[src/rtl/fir_result_fifo.sv]
// -----------------------------------------------------------------------------
// fir_result_fifo
//
// Purpose:
//   Takes signed 16-bit FIR filter output samples and rounds each one down to
//   8 bits: divide by 2^SHIFT, rounding half toward +inf. The result is
//   registered and then queued in a small show-ahead FIFO for a
//   ready/valid consumer.
//   If a sample reaches a full FIFO and nothing is popped in that cycle, the
//   sample is dropped and the sticky Overflow flag is set.
//
// Parameters:
//   DEPTH  - number of FIFO entries; must be a power of two in 2..64
//   SHIFT  - right shift applied to the filter output, 1..8
//
// Build option:
//   FIR_RESULT_SAT_EN - when defined, a scaled value outside -128..127 is
//                       clamped. When not defined, the low 8 bits of the
//                       scaled value are kept (two's-complement wrap).
//
// Ports:
//   clk        in   single clock; all state changes on the rising edge
//   Rst        in   synchronous, active-high reset
//   Yn         in   [15:0] signed filter output sample
//   YnValid    in   Yn qualifier; one sample is accepted per cycle
//   Dout       out  [7:0] signed scaled sample at the FIFO head (show-ahead)
//   DoutValid  out  FIFO holds at least one entry
//   DoutReady  in   consumer accepts the head entry
//   Count      out  [clog2(DEPTH):0] FIFO occupancy, 0..DEPTH
//   Overflow   out  sticky flag; a sample was dropped
// -----------------------------------------------------------------------------
module fir_result_fifo #(
  parameter int DEPTH = 8,
  parameter int SHIFT = 8
) (
  input  logic                     clk,
  input  logic                     Rst,
  input  logic [15:0]              Yn,
  input  logic                     YnValid,
  output logic [7:0]               Dout,
  output logic                     DoutValid,
  input  logic                     DoutReady,
  output logic [$clog2(DEPTH):0]   Count,
  output logic                     Overflow
);

  localparam int AW = $clog2(DEPTH);
  localparam int CW = AW + 1;

  localparam logic [CW-1:0] FULL_CNT  = CW'(DEPTH);
  localparam logic [16:0]   ROUND_INC = 17'(1 << (SHIFT - 1));

  // ---------------------------------------------------------------------------
  // Scaling: sign-extend to 17 bits, add half an LSB of the result, then shift
  // arithmetically. The 17th bit keeps 16'h7FFF + 2^(SHIFT-1) from wrapping.
  // ---------------------------------------------------------------------------
  logic signed [16:0] yn_ext;
  logic signed [16:0] yn_rnd;
  logic [7:0]         scaled;

  assign yn_ext = {Yn[15], Yn};
  assign yn_rnd = yn_ext + ROUND_INC;

`ifdef FIR_RESULT_SAT_EN
  logic signed [16:0] yn_shf;

  assign yn_shf = yn_rnd >>> SHIFT;

  always_comb begin
    scaled = yn_shf[7:0];
    if (yn_shf > 17'sd127) begin
      scaled = 8'h7F;
    end else if (yn_shf < -17'sd128) begin
      scaled = 8'h80;
    end
  end
`else
  assign scaled = 8'(yn_rnd >>> SHIFT);
`endif

  // ---------------------------------------------------------------------------
  // Stage 1 register
  // ---------------------------------------------------------------------------
  logic       s1_valid;
  logic [7:0] s1_data;

  always_ff @(posedge clk) begin
    if (Rst) begin
      s1_valid <= 1'b0;
    end else begin
      s1_valid <= YnValid;
    end
  end

  // The data register has no reset. The valid bit alone decides whether its
  // contents are used.
  always_ff @(posedge clk) begin
    if (YnValid) begin
      s1_data <= scaled;
    end
  end

  // ---------------------------------------------------------------------------
  // FIFO control
  // ---------------------------------------------------------------------------
  logic [AW-1:0] wr_ptr;
  logic [AW-1:0] rd_ptr;
  logic          full;
  logic          pop;
  logic          push;
  logic          drop;

  assign full = (Count == FULL_CNT);
  assign pop  = DoutValid & DoutReady;
  // When the FIFO is full, a pop in the same cycle frees the slot that the
  // write pointer is already pointing at. The push can therefore still go
  // ahead.
  assign push = s1_valid & (~full | pop);
  assign drop = s1_valid & full & ~pop;

  always_ff @(posedge clk) begin
    if (Rst) begin
      wr_ptr   <= '0;
      rd_ptr   <= '0;
      Count    <= '0;
      Overflow <= 1'b0;
    end else begin
      if (push) begin
        wr_ptr <= wr_ptr + 1'b1;
      end
      if (pop) begin
        rd_ptr <= rd_ptr + 1'b1;
      end
      unique case ({push, pop})
        2'b10:   Count <= Count + 1'b1;
        2'b01:   Count <= Count - 1'b1;
        default: Count <= Count;
      endcase
      if (drop) begin
        Overflow <= 1'b1;
      end
    end
  end

  // ---------------------------------------------------------------------------
  // Storage (not reset)
  // ---------------------------------------------------------------------------
  logic [7:0] mem [DEPTH];

  always_ff @(posedge clk) begin
    if (push && !Rst) begin
      mem[wr_ptr] <= s1_data;
    end
  end

  // ---------------------------------------------------------------------------
  // Show-ahead output. Dout is forced to zero while the FIFO is empty, so the
  // uninitialised memory never appears at the output after reset.
  // ---------------------------------------------------------------------------
  assign DoutValid = (Count != '0);
  assign Dout      = DoutValid ? mem[rd_ptr] : 8'h00;

endmodule

[config.mk]
export PLATFORM = sky130hd
export DESIGN_NAME = fir_result_fifo
export DESIGN_NICKNAME = d
export VERILOG_FILES = /design/src/rtl/fir_result_fifo.sv
export SDC_FILE = /design/constraint.sdc
export NUM_CORES = 1
export LEC_CHECK = 0
export BUFFER_PORTS_ARGS = -buffer_cell sky130_fd_sc_hd__buf_2
export CAP_MARGIN = 20
export CORE_MARGIN = 2
export CORE_UTILIZATION = 45
export DETAILED_ROUTE_END_ITERATION = 7
export GPL_TIMING_DRIVEN = 0
export MAX_ROUTING_LAYER = met4
export PLACE_DENSITY = 0.71
export SLEW_MARGIN = 20
export SYNTH_ARGS = -nofsm -noshare
export SYNTH_HDL_FRONTEND = slang
export SYNTH_SLANG_ARGS = --single-unit
[constraint.sdc]
create_clock -name clk -period 2.9 [get_ports clk]
set_input_delay 0.29 -clock clk [delete_from_list [all_inputs] [get_ports clk]]
set_output_delay 0.29 -clock clk [all_outputs]
set_load 0.01 [all_outputs]
# --- Yosys cells after proc, flatten, opt, wreduce, memory -nomap -nowiden ---
# Memories as Yosys holds them, arrays and structs flattened. A register that Yosys moved wholly into a read port is not among the register bits.
# Cells that the tools add are included.
word_totals:
  register_bits: 20
  mem_bits_rw: 64
  wordCells: 32
  n_memories: 1
classes:
  add_sub_neg: 5
  eq_ne: 3
  n_mux: 6
  n_bitwise: 7
  reduce_logical: 4
memory_table:
  columns: ["name", "words", "width", "read_ports", "rd_clocked_by_memory_dff", "write_ports", "line_no", "source"]
  rows:
  - ["mem", 8, 8, 1, 1, 1, "148", "logic [7:0] mem [DEPTH];"]
ops:
  columns: ["operator", "n"]
  rows:
  - ["adder 16 x 9 -> 16 bit, second input constant", 1]
  - ["2-to-1 mux 8 bit", 1]
  - ["case mux 4 bit (2 select lines)", 1]
  - ["adder 3 x 1 -> 3 bit, second input constant", 2]
  - ["2-to-1 mux 3 bit", 2]
  - ["adder 4 x 1 -> 4 bit, second input constant", 1]
  - ["AND 1 bit", 4]
  - ["== test 4 bit, second input constant", 1]
  - ["nonzero test 4 bit", 1]
  - ["subtractor 4 x 1 -> 4 bit, second input constant", 1]
  - ["== test 2 x 1 -> 1 bit, second input constant", 1]
  - ["== test 2 bit, second input constant", 1]
  - ["2-to-1 mux 1 bit", 2]
  - ["inverter 1 bit", 2]
  - ["nonzero test 2 bit", 1]
  - ["logical AND 1 bit", 1]
  - ["zero test 1 bit", 1]
  - ["OR 1 bit", 1]

# --- Logic depth before layout (Yosys ltp) ---
# Gate-level depths: netlist of the first run.
depth:
  word_depth: 7
  mapped_depth: 11

# --- Worst setup path before layout of the first run ---
# OpenSTA, ideal clock, no wires.
synth_path:
  kind: "reg-to-reg"
  startpoint: "reg Count[0]"
  endpoint: "mem mem[0][0], enable pin"
  setup_ps: 395
  arrival_time_ps: 1809
  setup_slack_ps: 697
  path_stages_with_launch: 6
  synth_period_minus_slack_ps: 2203
  cell_sequence: "dfxtp_1 -> buf_6 -> or3_4 -> o31a_2 -> nand2b_1 -> nor4_1"
synth_between:
  elab_chain_len: 7
  word_cells_on_any_way: 9
  classes_between: "eq/ne: 1; mux: 2; bitwise: 4; reduce/logical: 2"
synth_rtl:
  columns: ["element", "line_no", "source"]
  rows:
  - ["from (decl)", "43", "output logic [$clog2(DEPTH):0] Count,"]
  - ["from (signal assigned)", "135", "2'b10: Count <= Count + 1'b1;"]
  - ["from (signal assigned)", "136", "2'b01: Count <= Count - 1'b1;"]
  - ["from (signal assigned)", "137", "default: Count <= Count;"]
  - ["nonzero test 4 bit / == test 4 bit (equally long branches)", "160, 113", null]
  - ["AND 1 bit / inverter 1 bit (equally long branches)", "114, 118", null]
  - ["OR 1 bit (*)", "118", "assign push = s1_valid & (~full | pop);"]
  - ["AND 1 bit (*)", "118", null]
  - ["logical AND 1 bit (*)", "151", "if (push && !Rst) begin"]
  - ["2-to-1 mux 1 bit (*)", "151", null]
  - ["2-to-1 mux 1 bit (implied by the code) (*)", "152", "mem[wr_ptr] <= s1_data;"]
  - ["to (decl)", "148", null]
# Every way passes the cells marked *; elsewhere a longest branch is shown, timed or not.

==> impl_metrics.tcl, run 1 <==
set metrics [dict create \
    run_status "complete, no violations" \
    die_w_um 93.8 \
    floorplan.die_area_um2 8790 \
    die_height_um 93.8 \
    grt_pass1_vias 1933 \
    ctsResizeCount 0 \
    numCtsBuffers 9 \
    worstSetupPathType "register to output port" \
    report.final.setup_viol 0 \
    core.rowCount 32 \
    layout.cells.most_common_list "72 x sky130_fd_sc_hd__edfxtp_1, 29 x sky130_fd_sc_hd__buf_2, 27 x sky130_fd_sc_hd__nor2_1" \
    skew_ns 0.0100 \
    cp_data_required_time_ns 2.61 \
    detailed_place_hpwl_mm 4.15 \
    htree_levels 3 \
    synthesis.area_per_instance_um2 16.6 \
    maxSlewHeadroom_pct 37.4 \
    cts_hold_repair.buffers 0 \
    viasPerCell 5.32 \
    diodes 0 \
    yosysWarningCount 0 \
    cts-root-buf "sky130_fd_sc_hd__clkbuf_8" \
    r2r_setup_slack_ns 0.63 \
    netlist-cell-type-count 39 \
    clock_path_buffers 2 \
    clk_pin_slew_worst_paths_ns 0.08 \
    place_inst 349 \
    number_of_synthesized_register_bits 87 \
    pin_count_of_the_biggest_net_entering_global_routing 16 \
    r2r.worst_path.cells 11 \
    globalRouteOverflowTotal 0 \
    max_cap_viol_count 0 \
    worstReg2RegEnd "Count[2]" \
    proportion_of_netlist_area_held_by_the_largest_area_contributor_pct 59.6 \
    ys_dominant_reg_cell "sky130_fd_sc_hd__edfxtp_1" \
    reg_to_reg_startpoint "Count[0]" \
    clk_latency_ns 0.36 \
    syn_to_final_growth_pct 12.9 \
    post_synth_inst_count 219 \
    power_density_nw_per_um2 765 \
    hold_viol_final 0 \
    synth-edff-count 72 \
    worst_hold_path_type "primary input to register" \
    tightest_slew_ns 0.935 \
    stdcell_area_um2 4090 \
    grt_antenna_before_repair 0 \
    top_level_ports 34 \
    drt_wl_total_mm 6.20 \
    clock-sinks 87 \
    layoutNonFillerInstCount 365 \
    leakagePower_nw 1.34 \
    setup_repair_after_global_routing_missed_its_margin "no" \
    startpoint_type_of_the_worst_setup_path "register" \
    synthArstFlopShare_pct 0 \
    synth.top_cells.by_area "sky130_fd_sc_hd__edfxtp_1 60%, sky130_fd_sc_hd__mux4_2 9.9%, sky130_fd_sc_hd__dfxtp_1 8.3%" \
    cts.repair_timing.setup_buffer_count 0 \
    min_to "s1_data[7]" \
    post-route-util_pct 52.7 \
    layout.cells.most_common "sky130_fd_sc_hd__edfxtp_1" \
    initial_utilization_pct 46.7 \
    timing.setup.tns_ns 0 \
    post-route-period-util_pct 88.8 \
    top_fanout_value_on_the_critical_path 10 \
    wl_per_cell_um 17.0 \
    whs_path_depth 2 \
    timing.final.max_slew_violations 0 \
    drt_pre_antenna_iters 6 \
    placed_cell_area_um2 3920 \
    gp_congestion 0.776 \
    nets 282 \
    post_synthesis_cell_type_with_the_largest_combined_area "sky130_fd_sc_hd__edfxtp_1" \
    hp-start "Yn[15]" \
    crit_path_end_kind "output port" \
    io_buffers 26 \
    route.antenna.remaining_nets 0 \
    final.min_clock_period_ns 2.57 \
    core_um2 7770 \
    fmax_mhz 388 \
    mappedNetlistArea_um2 3630 \
    final.fill_count 651 \
    synth-seq-area-share_pct 67.9 \
    totalPowerFinal_mw 3.13 \
    first_pass_grt_wire_length_mm 9.92 \
    syn-num-nets 243 \
    clock_tree_from_tritoncts "built" \
    vdd_drop_max_v 0.000383 \
    initialDrtViolationCount 158 \
    globalRouteTotalUtil_pct 16.0 \
    routed-via-count 1941 \
    drc 0 \
    arrival_time_reported_for_the_critical_path_endpoint_ns 2.28 \
    final_layout_size_suffix_gt1_share_pct 30.4 \
]
==> power breakdown <==
part | switching [mW] | leakage, nW | internal (mW)
clock | 0.426 | 0.0770 | 0.314
combinational | 0.501 | 0.487 | 0.419
sequential | 0.0506 | 0.777 | 1.42
==> how the worst max path moves through the flow <==
stage	start	to	slack, ns	cells after the start
floorplan	Count[0]	mem[0][0]	0.70	5
global placement	Count[0]	mem[0][5]	0.06	5
detailed placement	Count[0]	Count[2]	0.63	11
CTS	register	Dout[0]	0.24	6
global route	register	Dout[0]	0.10	6
finish	register	Dout[0]	0.33	6
==> sequential cells by signal, indices dropped and copies added (netlist names), named ones only <==
| signal | flops |
|---|---|
| mem | 64 |
| s1_data | 8 |
| Count | 4 |
| rd_ptr | 3 |
| wr_ptr | 3 |
| Overflow | 1 |
| s1_valid | 1 |
==> per-stage QoR <==
| stage | setup slack [ns] | hold slack (ns) |
|---|---|---|
| 6_report | 0.325 | 0.227 |
| 5_1_grt | 0.103 | 0.210 |
| 4_1_cts | 0.245 | 0.209 |
| 3_5_place_dp | 0.635 | 0.474 |
| 3_3_place_gp | 0.0613 | 0.447 |
| 2_1_floorplan | 0.697 | 0.402 |
==> layout make-up <==
type	count	area [um2]	area share [%]
sequential	87	2460	60.2
multi-input combinational	118	1100	26.9
timing repair buffer	28	145	3.55
clock buffer	10	128	3.12
tap	102	128	3.12
buffer	11	71.3	1.74
clock inverter	6	43.8	1.07
inverter	3	13.8	0.336
==> logic make-up after synthesis <==
logic type / count (synthesis) / share of synthesized area, %
DFF: 87 / 67.9
and+or+nand+nor: 62 / 8.66
muxes: 26 / 12.7
AOI/OAI and AO/OA: 14 / 4.11
buffers and inverters: 14 / 2.35
xor gates and xnor gates: 12 / 2.90
adders and majority gates: 4 / 1.38
==> layer usage <==
metal	track usage, %	wire length [um]
met3	4.09	221
met1	19.8	2800
met4	6.52	82
met2	25.5	3100
met5	-	0
==> cells in the mapped netlist (2+ instances only) <==
| cell type | n |
|---|---|
| sky130_fd_sc_hd__edfxtp_1 | 72 |
| sky130_fd_sc_hd__nor2_1 | 27 |
| sky130_fd_sc_hd__mux4_2 | 16 |
| sky130_fd_sc_hd__dfxtp_1 | 15 |
| sky130_fd_sc_hd__mux2i_1 | 10 |
| sky130_fd_sc_hd__xnor2_1 | 9 |
| sky130_fd_sc_hd__nand2_1 | 8 |
| sky130_fd_sc_hd__nand3_1 | 6 |
| sky130_fd_sc_hd__a21oi_1 | 4 |
| sky130_fd_sc_hd__ha_1 | 4 |
| sky130_fd_sc_hd__nand2b_1 | 4 |
| sky130_fd_sc_hd__buf_2 | 3 |
| sky130_fd_sc_hd__buf_6 | 3 |
| sky130_fd_sc_hd__nor3_1 | 3 |
| sky130_fd_sc_hd__nor4_1 | 3 |
| sky130_fd_sc_hd__xor2_1 | 3 |
| sky130_fd_sc_hd__a31oi_1 | 2 |
| sky130_fd_sc_hd__buf_1 | 2 |
| sky130_fd_sc_hd__clkbuf_1 | 2 |
| sky130_fd_sc_hd__inv_1 | 2 |
| sky130_fd_sc_hd__nand4_1 | 2 |
| sky130_fd_sc_hd__nor2b_1 | 2 |
==> critical path, stage by stage (launching register included) <==
cell and delay, ns:
sky130_fd_sc_hd__dfxtp_1 0.31, sky130_fd_sc_hd__buf_1 0.34, sky130_fd_sc_hd__clkbuf_1 0.51, sky130_fd_sc_hd__mux4_2 0.39, sky130_fd_sc_hd__mux2i_1 0.18, sky130_fd_sc_hd__nor2_1 0.06
sky130_fd_sc_hd__buf_2 0.14
Note: power is estimated with default switching activity, not from simulation.
==> inputs of run 2 (changes only) <==
- CELL_PAD_IN_SITES_DETAIL_PLACEMENT: unset -> 1
- CELL_PAD_IN_SITES_GLOBAL_PLACEMENT: unset -> 1
- PLACE_DENSITY: 0.71 -> 0.8
==> run 2 against run 1 <==
Utilization is 0.52 points higher. Die area stayed put. Routed wire length increased by 23%. First-iteration DRC count decreased by 27%. Sequential power hardly changed. Clock power up 17%. Via count up 3.6%. Count of clock-buffer cells in the layout is 1 lower. Worst setup slack worse by 0.11 ns. Non-clock buffer count rose by 1. Critical endpoint unchanged.
==> impl_metrics.tcl, run 2 (synthesized netlist as in run 1, its figures left out) <==
set metrics [dict create \
    crit_path_end_kind "output port" \
    place_inst 350 \
    r2r.worst_path.cells 11 \
    io_buffers 26 \
    detailed_place_hpwl_mm 5.40 \
    routed-via-count 2010 \
    timing.final.max_slew_violations 0 \
    cts_hold_repair.buffers 0 \
    grt_antenna_before_repair 0 \
    max_cap_viol_count 0 \
    core.rowCount 32 \
    skew_ns 0.00726 \
    startpoint_type_of_the_worst_setup_path "register" \
    post-route-period-util_pct 92.4 \
    arrival_time_reported_for_the_critical_path_endpoint_ns 2.39 \
    r2r_setup_slack_ns 0.59 \
    top_level_ports 34 \
    worstSetupPathType "register to output port" \
    vdd_drop_max_v 0.000334 \
    setup_repair_after_global_routing_missed_its_margin "no" \
    crit_path_top_delay_cell "sky130_fd_sc_hd__clkbuf_1" \
    leakagePower_nw 1.37 \
    combPwrFrac_pct 29.0 \
    run_status "complete, no violations" \
    ctsResizeCount 0 \
    cp-endpoint "Dout[0]" \
    globalRouteOverflowTotal 0 \
    largest_register_ffs 64 \
    switching_share_pct 31.6 \
    die_height_um 93.8 \
    reg_to_reg_startpoint "Count[0]" \
    core_um2 7770 \
    layoutNonFillerInstCount 366 \
    hold_viol_final 0 \
    cts.repair_timing.setup_buffer_count 0 \
    power.internal_mw 2.25 \
    cpPeakStageDelay_ns 0.57 \
    gp_congestion 0.762 \
    cts-root-buf "sky130_fd_sc_hd__clkbuf_8" \
    worst_hold_path_type "primary input to register" \
    tightest_slew_ns 1.02 \
    nets 283 \
    post-route-util_pct 53.2 \
    route.antenna.remaining_nets 0 \
    top_fanout_value_on_the_critical_path 10 \
    reg.largest.list "mem: 64 flops, s1_data: 8 flops, Count: 4 flops" \
    clk_latency_ns 0.34 \
    power_density_nw_per_um2 796 \
    initial_utilization_pct 46.7 \
    fin_hold_ws_ns 0.244 \
    worstReg2RegEnd "Count[2]" \
    net_switching_power_mw 1.04 \
    viasPerCell 5.49 \
    first_pass_grt_wire_length_mm 12.0 \
    cp_cell_sequence "buf_1, clkbuf_1, mux4_2, mux2i_1, nor2_1, buf_2" \
    htree_levels 3 \
    cp_data_required_time_ns 2.61 \
    die_w_um 93.8 \
    clk_pin_slew_worst_paths_ns 0.09 \
    power.share.sequential_pct 44.8 \
    drc 0 \
    floorplan.die_area_um2 8790 \
    clock-sinks 87 \
    layout.cells.most_common_list "72 x sky130_fd_sc_hd__edfxtp_1, 29 x sky130_fd_sc_hd__buf_2, 27 x sky130_fd_sc_hd__nor2_1" \
    clock_tree_from_tritoncts "built" \
    grt_pass1_vias 2096 \
    final_layout_size_suffix_gt1_share_pct 31.4 \
    fmax_mhz 373 \
    maxSlewHeadroom_pct 31.8 \
    syn_to_final_growth_pct 14.0 \
    clock_path_buffers 2 \
    pwr-share-clk_pct 26.3 \
    pin_count_of_the_biggest_net_entering_global_routing 17 \
    totalPowerFinal_mw 3.29 \
    drt_pre_antenna_iters 4 \
    drt_wl_total_mm 7.60 \
    final.min_clock_period_ns 2.68 \
    numCtsBuffers 9 \
    wl_per_cell_um 20.8 \
    globalRouteTotalUtil_pct 19.5 \
    initialDrtViolationCount 115 \
    layout.cells.most_common "sky130_fd_sc_hd__edfxtp_1" \
    timing.setup.tns_ns 0 \
    register_bank_with_the_most_flops "mem" \
    diodes 0 \
    report.final.setup_viol 0 \
]
## run 2: final cells by class
class / instances / area [um2]
fillers: 769 / 3630
multi-input cells: 118 / 1100
clock buffers: 9 / 124
inverters: 3 / 13.8
clock inverters: 7 / 80.1
repair buffers: 29 / 153
plain buffers: 11 / 71.3
well taps: 102 / 128
flip-flops and latches: 87 / 2460
## run 2: worst max-delay path: cells and delay by family, from the launching register on
kind | cells | cell delay [ns]
simple gates | 1 | 0.07
flops | 1 | 0.33
mux | 2 | 0.59
buf+inv | 3 | 1.07
## run 2: layer usage
metal	global-route usage, %	wire length [um]	vias to the layer above
met2	33.0	4000	43
met1	24.2	3250	1038
li1	-	-	920
met3	2.89	251	9
met4	6.64	98	0
met5	-	0	-
## run 2: worst min-delay path by stage
stage,cells past startpoint,endpoint,slack [ns],startpoint
after floorplan,0,s1_data[0],0.40,YnValid
after global placement,2,Overflow,0.45,Overflow
after detailed placement,2,Overflow,0.47,Overflow
after CTS,2,s1_data[7],0.24,Yn[15]
after global routing,2,s1_data[7],0.25,Yn[15]
final,2,s1_data[7],0.24,Yn[15]
## run 2: power by group through the flow
stage          logic, mW  registers [mW]  clock network, mW
2_1_floorplan      0.686            1.49                  0
3_3_place_gp       0.932            1.49                  0
3_5_place_dp       0.972            1.50                  0
4_1_cts            0.975            1.47              0.873
5_1_grt             1.04            1.48              0.926
6_report           0.953            1.47              0.863
## run 2: per-stage QoR
step                      setup WS [ns]  instance area (um2)
after floorplan                   0.697                 3630
after global placement          -0.0433                 3880
after detailed placement          0.501                 3930
after CTS                         0.122                 4130
after global routing             0.0721                 4130
final                             0.219                 4130
